## src/rtl/arm_pkg.sv

```systemverilog
// arm_pkg: shared decode constants, control bundle and condition evaluation for the ARM core
package arm_pkg;
   localparam logic [3:0] EXE_NOP = 4'b0000;
   localparam logic [3:0] EXE_MOV = 4'b0001;
   localparam logic [3:0] EXE_MVN = 4'b1001;
   localparam logic [3:0] EXE_ADD = 4'b0010;
   localparam logic [3:0] EXE_ADC = 4'b0011;
   localparam logic [3:0] EXE_SUB = 4'b0100;
   localparam logic [3:0] EXE_SBC = 4'b0101;
   localparam logic [3:0] EXE_AND = 4'b0110;
   localparam logic [3:0] EXE_ORR = 4'b0111;
   localparam logic [3:0] EXE_EOR = 4'b1000;
   localparam logic [3:0] EXE_CMP = 4'b0100;
   localparam logic [3:0] EXE_TST = 4'b0110;
   localparam logic [3:0] EXE_MEM = 4'b0010;
   localparam logic [3:0] OPC_AND = 4'b0000;
   localparam logic [3:0] OPC_EOR = 4'b0001;
   localparam logic [3:0] OPC_SUB = 4'b0010;
   localparam logic [3:0] OPC_ADD = 4'b0100;
   localparam logic [3:0] OPC_ADC = 4'b0101;
   localparam logic [3:0] OPC_SBC = 4'b0110;
   localparam logic [3:0] OPC_TST = 4'b1000;
   localparam logic [3:0] OPC_CMP = 4'b1010;
   localparam logic [3:0] OPC_ORR = 4'b1100;
   localparam logic [3:0] OPC_MOV = 4'b1101;
   localparam logic [3:0] OPC_MVN = 4'b1111;
   localparam logic [1:0] MODE_DP  = 2'b00;
   localparam logic [1:0] MODE_MEM = 2'b01;
   localparam logic [1:0] MODE_BR  = 2'b10;
   typedef enum logic [3:0] {
      COND_EQ, COND_NE, COND_CS, COND_CC, COND_MI, COND_PL, COND_VS, COND_VC,
      COND_HI, COND_LS, COND_GE, COND_LT, COND_GT, COND_LE, COND_AL, COND_NV
   } cond_e;
   typedef struct packed {
      logic       valid;
      logic       s;
      logic       b;
      logic       memR;
      logic       memW;
      logic       wbEn;
      logic [3:0] exeCmd;
   } ctrl_t;
   function automatic logic cond_pass(input cond_e cond, input logic [3:0] nzcv);
      logic n, z, c, v;
      {n, z, c, v} = nzcv;
      case (cond)
         COND_EQ: return z;
         COND_NE: return !z;
         COND_CS: return c;
         COND_CC: return !c;
         COND_MI: return n;
         COND_PL: return !n;
         COND_VS: return v;
         COND_VC: return !v;
         COND_HI: return c && !z;
         COND_LS: return !c || z;
         COND_GE: return n == v;
         COND_LT: return n != v;
         COND_GT: return !z && (n == v);
         COND_LE: return z || (n != v);
         COND_AL: return 1'b1;
         default: return 1'b0;
      endcase
   endfunction
   function automatic logic [3:0] dp_exe(input logic [3:0] opcode);
      case (opcode)
         OPC_MOV: return EXE_MOV;
         OPC_MVN: return EXE_MVN;
         OPC_ADD: return EXE_ADD;
         OPC_ADC: return EXE_ADC;
         OPC_SUB: return EXE_SUB;
         OPC_SBC: return EXE_SBC;
         OPC_AND: return EXE_AND;
         OPC_ORR: return EXE_ORR;
         OPC_EOR: return EXE_EOR;
         OPC_CMP: return EXE_CMP;
         OPC_TST: return EXE_TST;
         default: return EXE_NOP;
      endcase
   endfunction
endpackage

```

## src/rtl/arm_register_file.sv

```systemverilog
// arm_register_file: REG_CNT x DATA_W registers, two read ports with write-back bypass, one write port
module arm_register_file
   import arm_pkg::*;
#(
   parameter int DATA_W = 32,
   parameter int REG_CNT = 16,
   parameter bit RF_INIT_IDX = 1'b1,
   localparam int REG_AW = $clog2(REG_CNT)
) (
   input  logic              clk,
   input  logic              rst,
   input  logic [REG_AW-1:0] rdAddrA,
   input  logic [REG_AW-1:0] rdAddrB,
   input  logic              wrEn,
   input  logic [REG_AW-1:0] wrAddr,
   input  logic [DATA_W-1:0] wrData,
   output logic [DATA_W-1:0] rdDataA,
   output logic [DATA_W-1:0] rdDataB
);
   logic [DATA_W-1:0] regs [REG_CNT];
   logic              wrOk;
   assign wrOk = wrEn && (int'(wrAddr) < REG_CNT);
   // Storage: reset reloads the initial image, otherwise accept in-range write-backs
   always_ff @(posedge clk) begin
      if (!rst) begin
         for (int i = 0; i < REG_CNT; i++) regs[i] <= RF_INIT_IDX ? DATA_W'(i) : '0;
      end else if (wrOk) begin
         regs[wrAddr] <= wrData;
      end
   end
   // Reads forward a value retiring this cycle so decode never sees a stale register
   always_comb begin
      rdDataA = (wrOk && wrAddr == rdAddrA) ? wrData : (int'(rdAddrA) < REG_CNT) ? regs[rdAddrA] : '0;
      rdDataB = (wrOk && wrAddr == rdAddrB) ? wrData : (int'(rdAddrB) < REG_CNT) ? regs[rdAddrB] : '0;
   end
endmodule

```

## src/rtl/arm_id_pipe_stage.sv

```systemverilog
// arm_id_pipe_stage: ARM decode stage with register read, condition check and ID/EX register
module arm_id_pipe_stage
   import arm_pkg::*;
#(
   parameter int DATA_W = 32,
   parameter int REG_CNT = 16,
   parameter bit RF_INIT_IDX = 1'b1,
   localparam int REG_AW = $clog2(REG_CNT)
) (
   input  logic              clk,
   input  logic              rst,
   input  logic              flush,
   input  logic              freeze,
   input  logic              hazard,
   input  logic [DATA_W-1:0] pc_in,
   input  logic [31:0]       instr_in,
   input  logic              wb_en,
   input  logic [REG_AW-1:0] wb_dest,
   input  logic [DATA_W-1:0] wb_value,
   input  logic [3:0]        status_in,
   output logic              valid_out,
   output logic              s_out,
   output logic              b_out,
   output logic              mem_r_out,
   output logic              mem_w_out,
   output logic              wb_en_out,
   output logic [3:0]        exe_cmd,
   output logic [DATA_W-1:0] val_rn,
   output logic [DATA_W-1:0] val_rm,
   output logic [DATA_W-1:0] pc_out,
   output logic [23:0]       imm24,
   output logic [REG_AW-1:0] rd,
   output logic              imm,
   output logic [11:0]       shift_op,
   output logic              carry_out,
   output logic [REG_AW-1:0] src1,
   output logic [REG_AW-1:0] src2,
   output logic              two_src
);
   logic [1:0]        mode;
   logic [3:0]        opcode, dpExe;
   logic              iBit, sBit, isStr, condOk, dpWrites;
   ctrl_t             decCtrl, nextCtrl, ctrlQ;
   logic [DATA_W-1:0] rnValue, rmValue;
   assign mode     = instr_in[27:26];
   assign iBit     = instr_in[25];
   assign opcode   = instr_in[24:21];
   assign sBit     = instr_in[20];
   assign isStr    = (mode == MODE_MEM) && !sBit;
   assign condOk   = cond_pass(cond_e'(instr_in[31:28]), status_in);
   assign dpExe    = dp_exe(opcode);
   assign dpWrites = (dpExe != EXE_NOP) && (opcode != OPC_CMP) && (opcode != OPC_TST);
   // Hazard sources: STR reads Rd as its second operand instead of Rm
   always_comb begin
      src1    = REG_AW'(instr_in[19:16]);
      src2    = isStr ? REG_AW'(instr_in[15:12]) : REG_AW'(instr_in[3:0]);
      two_src = !iBit || isStr;
   end
   arm_register_file #(
      .DATA_W(DATA_W),
      .REG_CNT(REG_CNT),
      .RF_INIT_IDX(RF_INIT_IDX)
   ) regFile (
      .clk(clk),
      .rst(rst),
      .rdAddrA(src1),
      .rdAddrB(src2),
      .wrEn(wb_en),
      .wrAddr(wb_dest),
      .wrData(wb_value),
      .rdDataA(rnValue),
      .rdDataB(rmValue)
   );
   // Control decode; a failed condition turns the instruction into an invalid no-op
   always_comb begin
      decCtrl        = '0;
      decCtrl.valid  = 1'b1;
      decCtrl.s      = (mode == MODE_DP) && (dpExe != EXE_NOP) && sBit;
      decCtrl.b      = mode == MODE_BR;
      decCtrl.memR   = (mode == MODE_MEM) && sBit;
      decCtrl.memW   = isStr;
      decCtrl.wbEn   = (mode == MODE_MEM) ? sBit : (mode == MODE_DP) && dpWrites;
      decCtrl.exeCmd = (mode == MODE_MEM) ? EXE_MEM : (mode == MODE_DP) ? dpExe : EXE_NOP;
      nextCtrl       = condOk ? decCtrl : '0;
   end
   // ID/EX register: reset, then flush bubble, then freeze hold, then hazard bubble, else load
   always_ff @(posedge clk) begin
      if (!rst) begin
         ctrlQ     <= '0;
         val_rn    <= '0;
         val_rm    <= '0;
         pc_out    <= '0;
         imm24     <= '0;
         rd        <= '0;
         imm       <= 1'b0;
         shift_op  <= '0;
         carry_out <= 1'b0;
      end else if (flush || !freeze) begin
         ctrlQ     <= (flush || hazard) ? '0 : nextCtrl;
         val_rn    <= rnValue;
         val_rm    <= rmValue;
         pc_out    <= pc_in;
         imm24     <= instr_in[23:0];
         rd        <= REG_AW'(instr_in[15:12]);
         imm       <= iBit;
         shift_op  <= instr_in[11:0];
         carry_out <= status_in[1];
      end
   end
   assign valid_out = ctrlQ.valid;
   assign s_out     = ctrlQ.s;
   assign b_out     = ctrlQ.b;
   assign mem_r_out = ctrlQ.memR;
   assign mem_w_out = ctrlQ.memW;
   assign wb_en_out = ctrlQ.wbEn;
   assign exe_cmd   = ctrlQ.exeCmd;
endmodule

```

## config.mk

```make
export PLATFORM = sky130hd
export DESIGN_NAME = arm_id_pipe_stage
export DESIGN_NICKNAME = d
export VERILOG_FILES = /design/src/rtl/arm_pkg.sv /design/src/rtl/arm_register_file.sv /design/src/rtl/arm_id_pipe_stage.sv
export SDC_FILE = /design/constraint.sdc
export NUM_CORES = 1
export LEC_CHECK = 0
export BUFFER_PORTS_ARGS = -buffer_cell sky130_fd_sc_hd__buf_2
export CELL_PAD_IN_SITES_DETAIL_PLACEMENT = 1
export CELL_PAD_IN_SITES_GLOBAL_PLACEMENT = 1
export CORE_MARGIN = 5
export CORE_UTILIZATION = 28
export DETAILED_ROUTE_END_ITERATION = 16
export GPL_TIMING_DRIVEN = 0
export PLACE_DENSITY = 0.56
export SLEW_MARGIN = 40
export SYNTH_ARGS = -nofsm -noshare
export SYNTH_HDL_FRONTEND = slang
export SYNTH_SLANG_ARGS = --single-unit
```

## constraint.sdc

```tcl
create_clock -name clk -period 4.25 [get_ports clk]
set_input_delay 0.85 -clock clk [delete_from_list [all_inputs] [get_ports clk]]
set_output_delay 0.85 -clock clk [all_outputs]
set_load 0.05 [all_outputs]
```

# Word level (Yosys, flattened, before mapping)
# Memories as Yosys holds them, arrays and structs flattened. A register that Yosys moved wholly into a read port is not among the register bits.
# Cells that the tools add are included.
[op_classes]
n_eq_ne = 20
n_mux = 14
n_reduce_logical = 27
[ops]
columns = ["op", "n"]
rows = [
  ["32-bit two-way mux", 1],
  ["32-bit OR reduction", 1],
  ["4-bit == test (second input constant)", 7],
  ["10-bit two-way mux", 2],
  ["4-bit by 3-bit == test with 1-bit output (second input constant)", 4],
  ["4-bit two-way mux", 4],
  ["1-bit one-hot mux with 15 select lines", 1],
  ["1-bit logical AND", 9],
  ["1-bit zero test", 9],
  ["4-bit by 2-bit == test with 1-bit output (second input constant)", 2],
  ["4-bit inequality test (second input constant)", 2],
  ["1-bit two-way mux", 6],
  ["1-bit logical OR", 5],
  ["4-bit by 1-bit == test with 1-bit output (second input constant)", 1],
  ["4-bit zero test", 1],
  ["4-bit nonzero test", 1],
  ["2-bit by 1-bit == test with 1-bit output (second input constant)", 1],
  ["2-bit == test (second input constant)", 1],
  ["2-bit zero test", 1],
  ["1-bit == test", 1],
  ["1-bit inequality test", 1],
]
[totals]
reg_bits = 84
ram_bits = 512
romBits = 64
in_bits = 110
wordCells = 76
n_memories = 2
[memory_table]
columns = ["name", "words", "width", "rd", "rd_ports_with_merged_regs", "write_ports", "line", "rtl"]
rows = [
  ["regFile.regs", 16, 32, 2, 2, 16, "arm_register_file.sv:20", "logic [DATA_W-1:0] regs [REG_CNT];"],
  ["(no name shown)", 16, 4, 1, 0, 0, "arm_pkg.sv:66", "case (opcode)"],
]

# Logic depth before layout (Yosys ltp)
# An unclocked memory read counts as a cell.
[logic_depth]
depth_word = 8
ltp_mapped = 11
ltp_nobuf = 7

# Modules after synthesis
# From an unflattened synthesis, not the netlist that was laid out.
[hier_totals]
cells_unflattened = 2444
hier_area_um2 = 32845.3
[by_module_without_submodules]
columns = ["module", "n_inst", "cells_per_inst", "area_each_um2", "seq_area_each_um2"]
rows = [
  ["arm_register_file", 1, 1774, 27356.2, 15374.7],
  ["arm_id_pipe_stage", 1, 670, 5489.0, 2642.5],
]

# Worst setup path before layout
# No wires, ideal clock.
[synth_path]
kind = "in2reg"
startpoint = "in rst"
endpoint = "mem regFile.regs[1][0] (enable)"
setup_ps = 466
arrival_ps = 4146
required_time_ps = 3784
setup_slack_ps = -361
stages = 6
path_buffers = 3
path_cell_list = "clkbuf_1 nand2_1 or3_1 clkbuf_1 clkbuf_1 o21ai_0"
[synth_rtl]
columns = ["element", "line", "rtl"]
rows = [
  ["start, declared", "arm_id_pipe_stage.sv:11", "input logic rst,"],
  ["end, declared", "arm_register_file.sv:20", ""],
]

# Final worst setup path
[layout_path]
startpoint = "in instr_in[13]"
endpoint = "reg val_rm[1], read port of regFile.regs"
[layout_between]
elab_chain_cells = 1
[layout_lines]
columns = ["element", "line", "rtl"]
rows = [
  ["start, declared", "arm_id_pipe_stage.sv:16", "input logic [31:0] instr_in,"],
  ["4-bit two-way mux", "arm_id_pipe_stage.sv:56", "src2 = isStr ? REG_AW'(instr_in[15:12]) : REG_AW'(instr_in[3:0]);"],
  ["end, declared", "arm_id_pipe_stage.sv:29", "output logic [DATA_W-1:0] val_rm,"],
]
# No other way between the ends.
# A chain may end at the register's enable or synchronous reset.

==> impl_metrics.yaml <==
critical_path:
  worst-endpoint-required_ns: 4.73
  cpPeakStageDelay_ns: 0.73
  worstPathBufferInverterCount: 4
  critical-path-slowest-cell: "sky130_fd_sc_hd__nor4_1"
  r2r_start: "regFile.regs[2][23]"
  timing.setup.critical_path_class: "primary input to register"
  worst_setup_path_start_kind: "primary input"
  worstSetupPathDepth: 9
  critical_path_peak_fanout: 10
  crit_top_cell: "sky130_fd_sc_hd__buf_2"
  crit_path_start: "instr_in[13]"
  end_kind: "register"
  reg2reg_depth: 5
  worstPathCellList: "clkbuf_1 -> buf_2 -> buf_4 -> buf_2 -> mux4_2 -> nand2_1 -> o2111ai_1 -> nor4_1 -> o211ai_1"
  worstPathArrival_ns: 4.66
  critPathTopFamily: "buffers and inverters"
pwr:
  internal_power_uw: 11780
  leakage_uw: 0.01472
  power_density_nw_per_um2: 407.8
  share_clk_of_total_power_pct: 37.2
  max_vdd_drop_uv: 249.1
  power.share.switching_pct: 31.00
  seq_power_share_pct: 43.7
  share_comb_of_total_power_pct: 19.1
  power.total_uw: 17080
  net-switching-power_uw: 5293
floorplanning:
  dieArea_um2: 131100
  initial_core_util_pct: 28.12
  floorplan.core_area_um2: 123500
  floorplan.rows: 129
  ioPinCount: 267
  die_height_um: 362.1
  die_w_um: 362.1
logic_synthesis:
  synthDistinctLibCells: 57
  async_flop_share_pct: 0
  ys_seq_area_share_pct: 51.89
  library_cell_with_the_largest_summed_area_after_synthesis: "sky130_fd_sc_hd__edfxtp_1"
  dominantRegCellSynth: "sky130_fd_sc_hd__edfxtp_1"
  synth_top_cells_by_area: "sky130_fd_sc_hd__edfxtp_1, sky130_fd_sc_hd__mux4_2, sky130_fd_sc_hd__dfxtp_1"
  synthesis.area_um2: 34720
  postSynthRegisterBits: 644
  mapped_nets: 2881
  ys_warn_count: 0
  syn_avg_cell_area_um2: 12.56
  number_of_flops_mapped_to_enable_cells_by_yosys: 512
  area_share_of_the_largest_cell_type_after_synthesis_pct: 44.28
  syn_inst: 2765
sta:
  post-route-period-util_pct: 98.36
  final-max-slew-violation-count: 0
  rsz0062_at_grt: "no"
  hold_viol_final: 0
  timing.final.ws_setup_ns: 0.06960
  fin_skew_ns: 0.03331
  setup_viol_count_final: 0
  period_minus_ws_final_ns: 4.180
  tightestPinTransition_ns: 0.9584
  maxSlewHeadroom_pct: 36.11
  fmax_mhz: 239.2
route:
  routed-via-count: 29060
  route.detailed.vias_per_inst: 5.984
  routed_wire_length_per_instance_um: 37.22
  post-route-drc-count: 0
  drt_iter0_markers: 4099
  ant_nets: 0
  drt_wl_total_um: 180700
  first_pass_iters: 5
layout:
  nets: 3273
  commonest_non_fill_non_tap_cell_in_the_layout: "sky130_fd_sc_hd__edfxtp_1"
  post-route-util_pct: 33.91
  most_frequent_cells_in_the_layout: "sky130_fd_sc_hd__edfxtp_1, sky130_fd_sc_hd__buf_2, sky130_fd_sc_hd__nand2_1"
  layout_cell_share_with_drive_strength_beyond_1_pct: 28.92
  synthToLayoutAreaGrowth_pct: 20.61
cts:
  clock_tree_from_tritoncts: "yes"
  clkSinkCount: 644
  clk_latency_ns: 0.65
  h-tree-depth: 3
  post_cts_resize_count: 0
  worst_setup_hold_path_clk_slew_ns: 0.06
  tritoncts_buffers: 73
  cts.path.max_buffers: 3
  cts.root.buffer_cell: "sky130_fd_sc_hd__clkbuf_16"
  postCtsSetupBuffers: 0
  cts_hold_buffers: 0
placed_design:
  hpwlAfterDp_um: 131900
  gp_weighted_congestion: 0.9131
  portBuffers: 251
  preCtsSetupSlack_ns: -0.2877
hold_path:
  hold_depth: 3
  worstHoldPathType: "primary input to register"
  min_from: "pc_in[13]"
run:
  maxCapViolations: 0
global_route:
  vias_in_the_first_global_route: 28800
  grt.overflow.total: 0
  grt.total_usage_pct: 26.64
  grt_max_degree: 23
  antenna_found_initial: 10
  wire_length_of_the_first_global_routing_pass_um: 243400
run_status:
  outcome: "finished clean"
==> metrics by stage <==
stage                     cell area [µm²]  setup TNS, ns  hold slack, ns  instances
after floorplan                     34720         -34.67          0.6767       2765
after global placement              38020       -1279.01          0.4342       4653
after detailed placement            39550         -2.217          0.4453       4717
after CTS                           41830              0          0.4282       4851
after global routing                41870              0          0.4562       4853
final                               41870              0          0.4542       4856
==> synth_stat cells (7+ instances only) <==
library cell and count:
sky130_fd_sc_hd__edfxtp_1 512, sky130_fd_sc_hd__nand2_1 284, sky130_fd_sc_hd__mux4_2 264, sky130_fd_sc_hd__nor3_1 249, sky130_fd_sc_hd__clkbuf_1 227, sky130_fd_sc_hd__and2_1 182, sky130_fd_sc_hd__mux2i_1 135, sky130_fd_sc_hd__dfxtp_1 132
sky130_fd_sc_hd__a21oi_1 102, sky130_fd_sc_hd__nor4_1 99, sky130_fd_sc_hd__a21boi_0 58, sky130_fd_sc_hd__o21ai_0 54, sky130_fd_sc_hd__buf_2 37, sky130_fd_sc_hd__o22ai_1 36, sky130_fd_sc_hd__nor2_1 35, sky130_fd_sc_hd__buf_1 32
sky130_fd_sc_hd__nand3_1 32, sky130_fd_sc_hd__buf_4 27, sky130_fd_sc_hd__a22o_1 25, sky130_fd_sc_hd__clkinv_1 22, sky130_fd_sc_hd__o221ai_1 22, sky130_fd_sc_hd__mux2_2 21, sky130_fd_sc_hd__a211o_1 20, sky130_fd_sc_hd__or3_1 16
sky130_fd_sc_hd__nand4_1 12, sky130_fd_sc_hd__o211ai_1 12, sky130_fd_sc_hd__nor4_2 11, sky130_fd_sc_hd__nand2b_1 10, sky130_fd_sc_hd__nor4b_1 8, sky130_fd_sc_hd__a31oi_1 7
==> cell type report <==
cell class	count	area, µm²
flip-flops and latches	644	18020
diodes	3	7.507
inverters	29	113.9
multi-input cells	1765	15410
plain buffers	327	1539
fillers	13380	81600
repair buffers	317	2457
well taps	1637	2048
clock inverters	41	272.8
clock buffers	93	2011
==> worst paths after layout <==
path                end  slack [ns]
min reg2reg   valid_out        0.45
max           val_rm[1]        0.07
min          pc_out[13]        0.45
max reg2reg  val_rm[23]        1.63
==> registers in the layout (all words and copies together) (netlist names) <==
| signal | cells |
|---|---|
| carry_out | 1 |
| wb_en_out | 1 |
| val_rm | 32 |
| pc_out | 32 |
| regFile.regs | 512 |
| mem_r_out | 1 |
| s_out | 1 |
| imm | 1 |
| exe_cmd | 4 |
| b_out | 1 |
| imm24 | 24 |
| valid_out | 1 |
| val_rn | 32 |
| mem_w_out | 1 |
==> power by group through the flow <==
stage	Combinational [µW]	Sequential, µW	Clock, µW
6_report	3260	7460	6360
2_1_floorplan	1450	7860	0
3_3_place_gp	3010	7600	0
5_1_grt	3320	7490	6610
4_1_cts	3200	7450	6380
3_5_place_dp	3190	7580	0
==> per-layer routing <==
layer / up-vias / share of wire, % / global-route usage, %
met2: 2002 / 45 / 42.25
met1: 15110 / 38 / 33.68
met4: 2 / 6.2 / 13.83
li1: 11490 / - / -
met3: 457 / 11 / 6.786
met5: - / 0.0066 / 0
==> cells by family after synthesis <==
logic type	count (synthesis)	synth area share [%]
AND/OR/NAND/NOR	960	14.38
XOR/XNOR	11	0.2775
multiplexers	424	21.99
buffers and inverters	356	4.375
AO/OA/AOI/OAI	364	6.872
flip-flops	644	51.89
adder cells (fa/ha/maj)	6	0.2162
==> worst min-delay path, stage by stage <==
cell                       delay (ns)
sky130_fd_sc_hd__buf_2           0.10
sky130_fd_sc_hd__nand2_1         0.04
sky130_fd_sc_hd__a21boi_0        0.06
Note: power is estimated with default switching activity, not from simulation.
